<file path="src/rtl/coso_harvest_controller.sv">
// Harvests coherent-sampler counter LSBs into raw entropy words once the RO-pair
// matching controller reports a good configuration; handles warm-up, aborts and failure.
module coso_harvest_controller #(
    parameter int CSCntLength   = 16,
    parameter int WordWidth     = 32,
    parameter int BitsPerSample = 1,
    parameter int WarmupLog     = 4,
    parameter int StatLength    = 8
) (
    input  logic                   clk,
    input  logic                   rst,
    input  logic                   enable,
    input  logic [CSCntLength-1:0] CSCnt,
    input  logic                   CSReq,
    input  logic                   matched,
    input  logic                   locked,
    input  logic                   noFound,
    output logic [WordWidth-1:0]   dataOut,
    output logic                   dataValid,
    input  logic                   dataReady,
    output logic                   harvesting,
    output logic                   failed,
    output logic [StatLength-1:0]  dropCnt,
    output logic [StatLength-1:0]  overrunCnt,
    output logic [2:0]             state_dbg_o
);

    localparam int SamplesPerWord = WordWidth / BitsPerSample;
    localparam int CntW           = $clog2(SamplesPerWord + 1);
    localparam int WarmW          = (WarmupLog > 0) ? WarmupLog : 1;
    localparam logic [WarmW-1:0] WarmLast = WarmW'((1 << WarmupLog) - 1);
    localparam logic [CntW-1:0]  CntLast  = CntW'(SamplesPerWord - 1);

    // Debug encoding: 0 IDLE, 1 WAIT_MATCH, 2 WARMUP, 3 HARVEST, 4 OUTPUT, 5 FAILED.
    typedef enum logic [2:0] {
        ST_IDLE       = 3'd0,
        ST_WAIT_MATCH = 3'd1,
        ST_WARMUP     = 3'd2,
        ST_HARVEST    = 3'd3,
        ST_OUTPUT     = 3'd4,
        ST_FAILED     = 3'd5
    } state_t;

    state_t                 state_q, state_d;
    logic                   csreq_q;
    logic [WarmW-1:0]       warm_q, warm_d;
    logic [CntW-1:0]        bitcnt_q, bitcnt_d;
    logic [WordWidth-1:0]   shift_q, shift_d;
    logic [WordWidth-1:0]   data_q, data_d;
    logic                   valid_q, valid_d;
    logic                   harv_q, harv_d;
    logic                   failed_q, failed_d;
    logic [StatLength-1:0]  drop_q, drop_d;
    logic [StatLength-1:0]  over_q, over_d;

    logic                   sample_ev;
    logic                   abort;
    logic [WordWidth-1:0]   shifted;
    logic                   unused_cscnt;

    assign sample_ev    = CSReq & ~csreq_q;
    assign abort        = ~matched | locked;
    assign shifted      = (shift_q << BitsPerSample) | WordWidth'(CSCnt[BitsPerSample-1:0]);
    assign unused_cscnt = ^CSCnt;

    // Output handshake: dataOut/dataValid are held from the cycle dataValid rises
    // until the first cycle with dataValid & dataReady; the word transfers on that edge.
    always_comb begin
        state_d  = state_q;
        warm_d   = warm_q;
        bitcnt_d = bitcnt_q;
        shift_d  = shift_q;
        data_d   = data_q;
        valid_d  = valid_q;
        failed_d = failed_q;
        drop_d   = drop_q;
        over_d   = over_q;

        if (noFound && state_q != ST_IDLE) begin
            state_d  = ST_FAILED;
            failed_d = 1'b1;
            valid_d  = 1'b0;
        end else begin
            case (state_q)
                ST_IDLE: begin
                    if (enable) state_d = ST_WAIT_MATCH;
                end
                ST_WAIT_MATCH: begin
                    if (!enable) begin
                        state_d = ST_IDLE;
                    end else if (matched && !locked) begin
                        state_d = ST_WARMUP;
                        warm_d  = '0;
                    end
                end
                ST_WARMUP: begin
                    if (!enable) begin
                        state_d = ST_IDLE;
                    end else if (abort) begin
                        state_d = ST_WAIT_MATCH;
                    end else if (sample_ev) begin
                        if (warm_q == WarmLast) begin
                            state_d  = ST_HARVEST;
                            shift_d  = '0;
                            bitcnt_d = '0;
                        end else begin
                            warm_d = warm_q + 1'b1;
                        end
                    end
                end
                ST_HARVEST: begin
                    if (!enable) begin
                        state_d = ST_IDLE;
                    end else if (abort) begin
                        state_d = ST_WAIT_MATCH;
                        if (bitcnt_q != '0 && drop_q != '1) drop_d = drop_q + 1'b1;
                    end else if (sample_ev) begin
                        if (bitcnt_q == CntLast) begin
                            state_d  = ST_OUTPUT;
                            data_d   = shifted;
                            valid_d  = 1'b1;
                            shift_d  = '0;
                            bitcnt_d = '0;
                        end else begin
                            shift_d  = shifted;
                            bitcnt_d = bitcnt_q + 1'b1;
                        end
                    end
                end
                ST_OUTPUT: begin
                    if (sample_ev && over_q != '1) over_d = over_q + 1'b1;
                    if (valid_q && dataReady) begin
                        valid_d = 1'b0;
                        if (enable && matched && !locked) state_d = ST_HARVEST;
                        else if (enable)                  state_d = ST_WAIT_MATCH;
                        else                              state_d = ST_IDLE;
                    end
                end
                ST_FAILED: begin
                    valid_d = 1'b0;
                end
                default: begin
                    state_d = ST_IDLE;
                    valid_d = 1'b0;
                end
            endcase
        end

        harv_d = (state_d == ST_HARVEST) || (state_d == ST_OUTPUT);
    end

    always_ff @(posedge clk) begin
        if (rst) begin
            state_q  <= ST_IDLE;
            csreq_q  <= 1'b0;
            warm_q   <= '0;
            bitcnt_q <= '0;
            shift_q  <= '0;
            data_q   <= '0;
            valid_q  <= 1'b0;
            harv_q   <= 1'b0;
            failed_q <= 1'b0;
            drop_q   <= '0;
            over_q   <= '0;
        end else begin
            state_q  <= state_d;
            csreq_q  <= CSReq;
            warm_q   <= warm_d;
            bitcnt_q <= bitcnt_d;
            shift_q  <= shift_d;
            data_q   <= data_d;
            valid_q  <= valid_d;
            harv_q   <= harv_d;
            failed_q <= failed_d;
            drop_q   <= drop_d;
            over_q   <= over_d;
        end
    end

    assign dataOut     = data_q;
    assign dataValid   = valid_q;
    assign harvesting  = harv_q;
    assign failed      = failed_q;
    assign dropCnt     = drop_q;
    assign overrunCnt  = over_q;
    assign state_dbg_o = state_q;

endmodule

</file>
<file path="config.mk">
export PLATFORM = sky130hd
export DESIGN_NAME = coso_harvest_controller
export DESIGN_NICKNAME = d
export VERILOG_FILES = /design/src/rtl/coso_harvest_controller.sv
export SDC_FILE = /design/constraint.sdc
export NUM_CORES = 1
export LEC_CHECK = 0
export ABC_CLOCK_PERIOD_IN_PS = 2400
export CAP_MARGIN = 10
export CORE_MARGIN = 1.5
export CORE_UTILIZATION = 51
export DETAILED_ROUTE_END_ITERATION = 8
export PLACE_DENSITY = 0.77
export SLEW_MARGIN = 0
export SYNTH_ARGS = -nofsm -noshare
export SYNTH_HDL_FRONTEND = slang
export SYNTH_SLANG_ARGS = --single-unit
</file>
<file path="constraint.sdc">
create_clock -name clk -period 2.4 [get_ports clk]
set_clock_uncertainty 0.2 [all_clocks]
set_input_delay 0.24 -clock clk [delete_from_list [all_inputs] [get_ports clk]]
set_output_delay 0.24 -clock clk [all_outputs]
set_load 0.01 [all_outputs]
</file>
* Word level (Yosys, flattened, before mapping)
Index checks and enable logic that the tools add are counted.
Cells by class: add/subtract/negate cells 4, equality and inequality tests 23, mux-type cells 47, bitwise operators 8, reductions and logical operators 22
Operators by type and width (number):
- two-way mux 31 bit | 8
- case mux 31 bit (2 select lines) | 1
- two-way mux 6 bit | 8
- two-way mux 3 bit | 13
- OR 32 x 1 -> 32 bit | 1
- two-way mux 4 bit | 6
- != test 2 bit, second input constant | 12
- case mux 3 bit (6 select lines) | 1
- adder 8 x 1 -> 8 bit, second input constant | 2
- != test 8 bit, second input constant | 2
- case mux 6 bit (2 select lines) | 1
- AND reduction 6 bit | 2
- == test 3 x 2 -> 1 bit, second input constant | 3
- == test 3 bit, second input constant | 3
- AND reduction 9 bit | 1
- case mux 4 bit (2 select lines) | 1
- AND reduction 8 bit | 1
- logical AND 1 bit | 7
- adder 6 x 1 -> 6 bit, second input constant | 1
- == test 6 x 5 -> 1 bit, second input constant | 1
- two-way mux 1 bit | 6
- nonzero test 6 bit | 1
- NOT 1 bit | 5
- AND reduction 5 bit | 1
- 15 further kinds | 16
Word-level totals: register bits after elaboration 96, input bits 24, output and inout port bits 54, word-level logic and storage cells 115

* Depth between registers and ports, before layout
depth after elaboration 9, gate-level depth with buffers 8, gate-level depth less buffers 6

* Worst setup path after synthesis
Ideal clock, no wire load.
kind reg2reg, start point reg state_q[2] (netlist: state_dbg_o[2]), end point reg bitcnt_q[5], library setup time 71 ps, arrival time 1950 ps, required time 2129 ps, path slack 180 ps, stages on the path, launching flop included 8, buffers on the path 2, clock period less this slack 2220 ps, cell sequence dfxtp_1 > buf_6 > o31ai_4 > nand2_1 > or3_1 > buf_2 > or4_1 > a21oi_1
Between the ends: cells in the longest elaborated chain, start to end 4, elaborated cells on any way between the ends 15, those cells by class eq/ne: 9; mux: 1; bitwise: 1; reduce/logical: 4
RTL lines:
- start: declaration | RTL line 44 | state_t state_q, state_d;
- start signal: assignment | RTL line 166 | state_q <= state_d;
- parallel branches: the longest is 4 deep, another holds AND reduction 9 bit
- end signal: assignment | RTL line 169 | bitcnt_q <= bitcnt_d;
- end: declaration | RTL line 47 | logic [CntW-1:0] bitcnt_q, bitcnt_d;
Parallel ways; which one is timed is not known. A chain may end at the register's enable or synchronous reset.

* Final worst setup path
Same ends and word-level chain as after synthesis.

==> metrics.cfg <==
[grt]
grt_max_degree=36
grt_pass1_wl_mm=14.9
grt_util_all_layers_pct=21.8
grt_overflow=0
grt_pass1_vias=3301
antenna_found_initial=0

[route]
drt_wl_total_mm=8.47
wire_per_inst_um=12.9
vias=3493
drt-vias-per-instance=5.32
drt_first_pass_iters=4
drt_iter0_drc=131
ant_nets=0
drc=0

[synthesis]
ys.warnings.count=0
yosysUniqueCellTypes=45
synth_top_area_share_pct=49.3
seq_area_frac_synth_pct=49.3
ys_top_cells_by_area=dfxtp_1 49%, nand2_1 13%, a21oi_1 9.5%, xnor2_1 2.7%, nor2_1 2.4%
ys_async_sr_fraction_pct=0
synth_ff_type=dfxtp_1
yosysTopAreaCell=dfxtp_1
netlist_instances=484
syn_area_per_cell_um2=8.06
synth_area_mm2=0.00390
yosys_register_bits=96
synth_nets=513
synth-edff-count=0

[placed_design]
dp_hpwl_mm=5.77
place_area_mm2=0.00473
gp_congestion=0.864
port_buffers=62
pre_cts_ws_ns=-0.00391
dp_cells=641

[layout]
num-fill-cells=598
final_common_cell=nand2_1
final_core_util_pct=67.2
antennaDiodeCount=0
stdcell_area_mm2=0.00493
layout-drive-gt1-share_pct=7.89
syn2layout_area_growth_pct=26.4
layout_common_cells=135 x nand2_1, 96 x dfxtp_1, 74 x a21oi_1, 61 x clkdlybuf4s50_1, 25 x nor2_1
final_cells=657
nets=582

[timing]
drv_slew=0
hold_viol=0
clock.fmax_mhz=434
tightestPinTransition_ns=0.646
tns_ns=0
grt_setup_unrepaired=false
relSlewSlack_pct=56.9
period_minus_slack_ns=2.30
min_period_over_period_pct=95.9
setup_ws_ns=0.0978
setup_violations=0

[clock_network]
htree_num_levels=3
cts_hold_buf=0
clock_sinks=96
clkLatencyLatePin_ns=0.37
postCtsSetupRepairBufs=0
numCtsBuffers=9
ctsResizeCount=0
cts.clk_slew.worst_paths_ns=0.10
cts_buffer_depth=2
cts_tree=built
cts_root_buffer=clkbuf_8

[power]
p_leak_nw=1.63
ir_drop_v=0.000329
p_per_area_mw_per_mm2=568

[worst_hold_path]
hold_path.class=primary input to flip-flop
holdPathStages=2
hp-start=rst

[job]
drv_cap=0

[floorplanning]
io_pins=78
die-area_mm2=0.00818
fp-row-count=31
die_x_um=90.5
coreArea_mm2=0.00733
initial_utilization_pct=53.2
die_y_um=90.5

[critical_path]
start_kind=flip-flop
arrival_ns=2.40
worstSetupEndpointType=flip-flop
required_ns=2.50
startpoint=state_dbg_o[2]
cp_max_fo=9
path_class=flip-flop to flip-flop
reg2reg_from=state_dbg_o[2]
r2r_cells=5

[outcome]
status=finished clean

[kinds of logic (layout without fill, tap and decap cells)]
| group | count (synthesis) | count (layout) | share of synthesized area (%) |
|---|---|---|---|
| adders and majority gates | 5 | 5 | 1.60 |
| DFF | 96 | 96 | 49.3 |
| buffers and inverters | 42 | 116 | 4.46 |
| muxes | 8 | 8 | 2.08 |
| AOI/OAI and AO/OA | 99 | 99 | 14.4 |
| and+or+nand+nor | 221 | 221 | 25.3 |
| xor gates and xnor gates | 13 | 13 | 2.92 |
[final cells by class]
type / count / area, um2 / share of cell area (%)
Timing Repair Buffer: 87 / 828 / 16.8
Clock inverter: 6 / 57.6 / 1.17
Multi-Input combinational cell: 346 / 1810 / 36.8
Sequential cell: 96 / 1920 / 39.0
Inverter: 13 / 48.8 / 0.990
Tap cell: 99 / 124 / 2.51
Clock buffer: 10 / 138 / 2.79
[flip-flops by register name (all words and copies together), names as in the netlist]
signal       cells
bitcnt_q         6
csreq_q          1
dataOut         32
dataValid        1
dropCnt          8
failed           1
harvesting       1
overrunCnt       8
shift_q         31
state_dbg_o      3
warm_q           4
[critical path: stages (launching register included)]
cell,delay [ns]
dfxtp_1,0.44
o31ai_4,0.34
nand2_1,0.11
or3_1,0.47
or4_1,0.53
a21oi_1,0.14
[cells in the mapped netlist, drive strengths merged, types with 2 or more instances]
cell type / number
a211oi: 3
a21boi: 2
a21oi: 74
a31oi: 3
and3: 3
buf: 11
clkbuf: 18
dfxtp: 96
ha: 5
inv: 13
mux2i: 7
nand2: 135
nand3: 14
nand3b: 2
nand4: 5
nor2: 25
nor2b: 5
nor3: 8
nor3b: 2
nor4: 6
nor4b: 2
o21ai: 7
o31a: 2
o32ai: 3
or3: 4
or4: 2
xnor2: 12
[final timing paths]
| kind | endpoint | slack, ns |
|---|---|---|
| setup / recovery | bitcnt_q[5] | 0.1 |
| hold / removal | warm_q[1] | 0.18 |
| setup reg to reg | bitcnt_q[5] | 0.1 |
| hold reg to reg | dataOut[17] | 0.26 |
[power breakdown]
| part | total [mW] | leakage (nW) | switching [mW] | internal (mW) |
|---|---|---|---|---|
| Sequential | 1.61 | 0.774 | 0.0129 | 1.60 |
| Combinational | 0.143 | 0.755 | 0.0767 | 0.0667 |
| Clock | 1.05 | 0.102 | 0.613 | 0.433 |
| Total | 2.80 | 1.63 | 0.702 | 2.10 |
[stage by stage]
stage | power [mW] | hold slack (ns)
after floorplan | 1.73 | 0.168
final | 2.80 | 0.185
after global routing | 2.91 | 0.213
after detailed placement | 1.79 | 0.243
after CTS | 2.82 | 0.192
after global placement | 1.79 | 0.239
[routing by layer]
layer | track usage, % | vias up | wire length, um
met5 | 0 | - | 0
met4 | 7.94 | 0 | 106
met3 | 3.62 | 10 | 388
met2 | 36.7 | 86 | 4090
met1 | 28.0 | 1629 | 3890
li1 | - | 1768 | -
No activity file was read; power rests on OpenSTA's default activity.
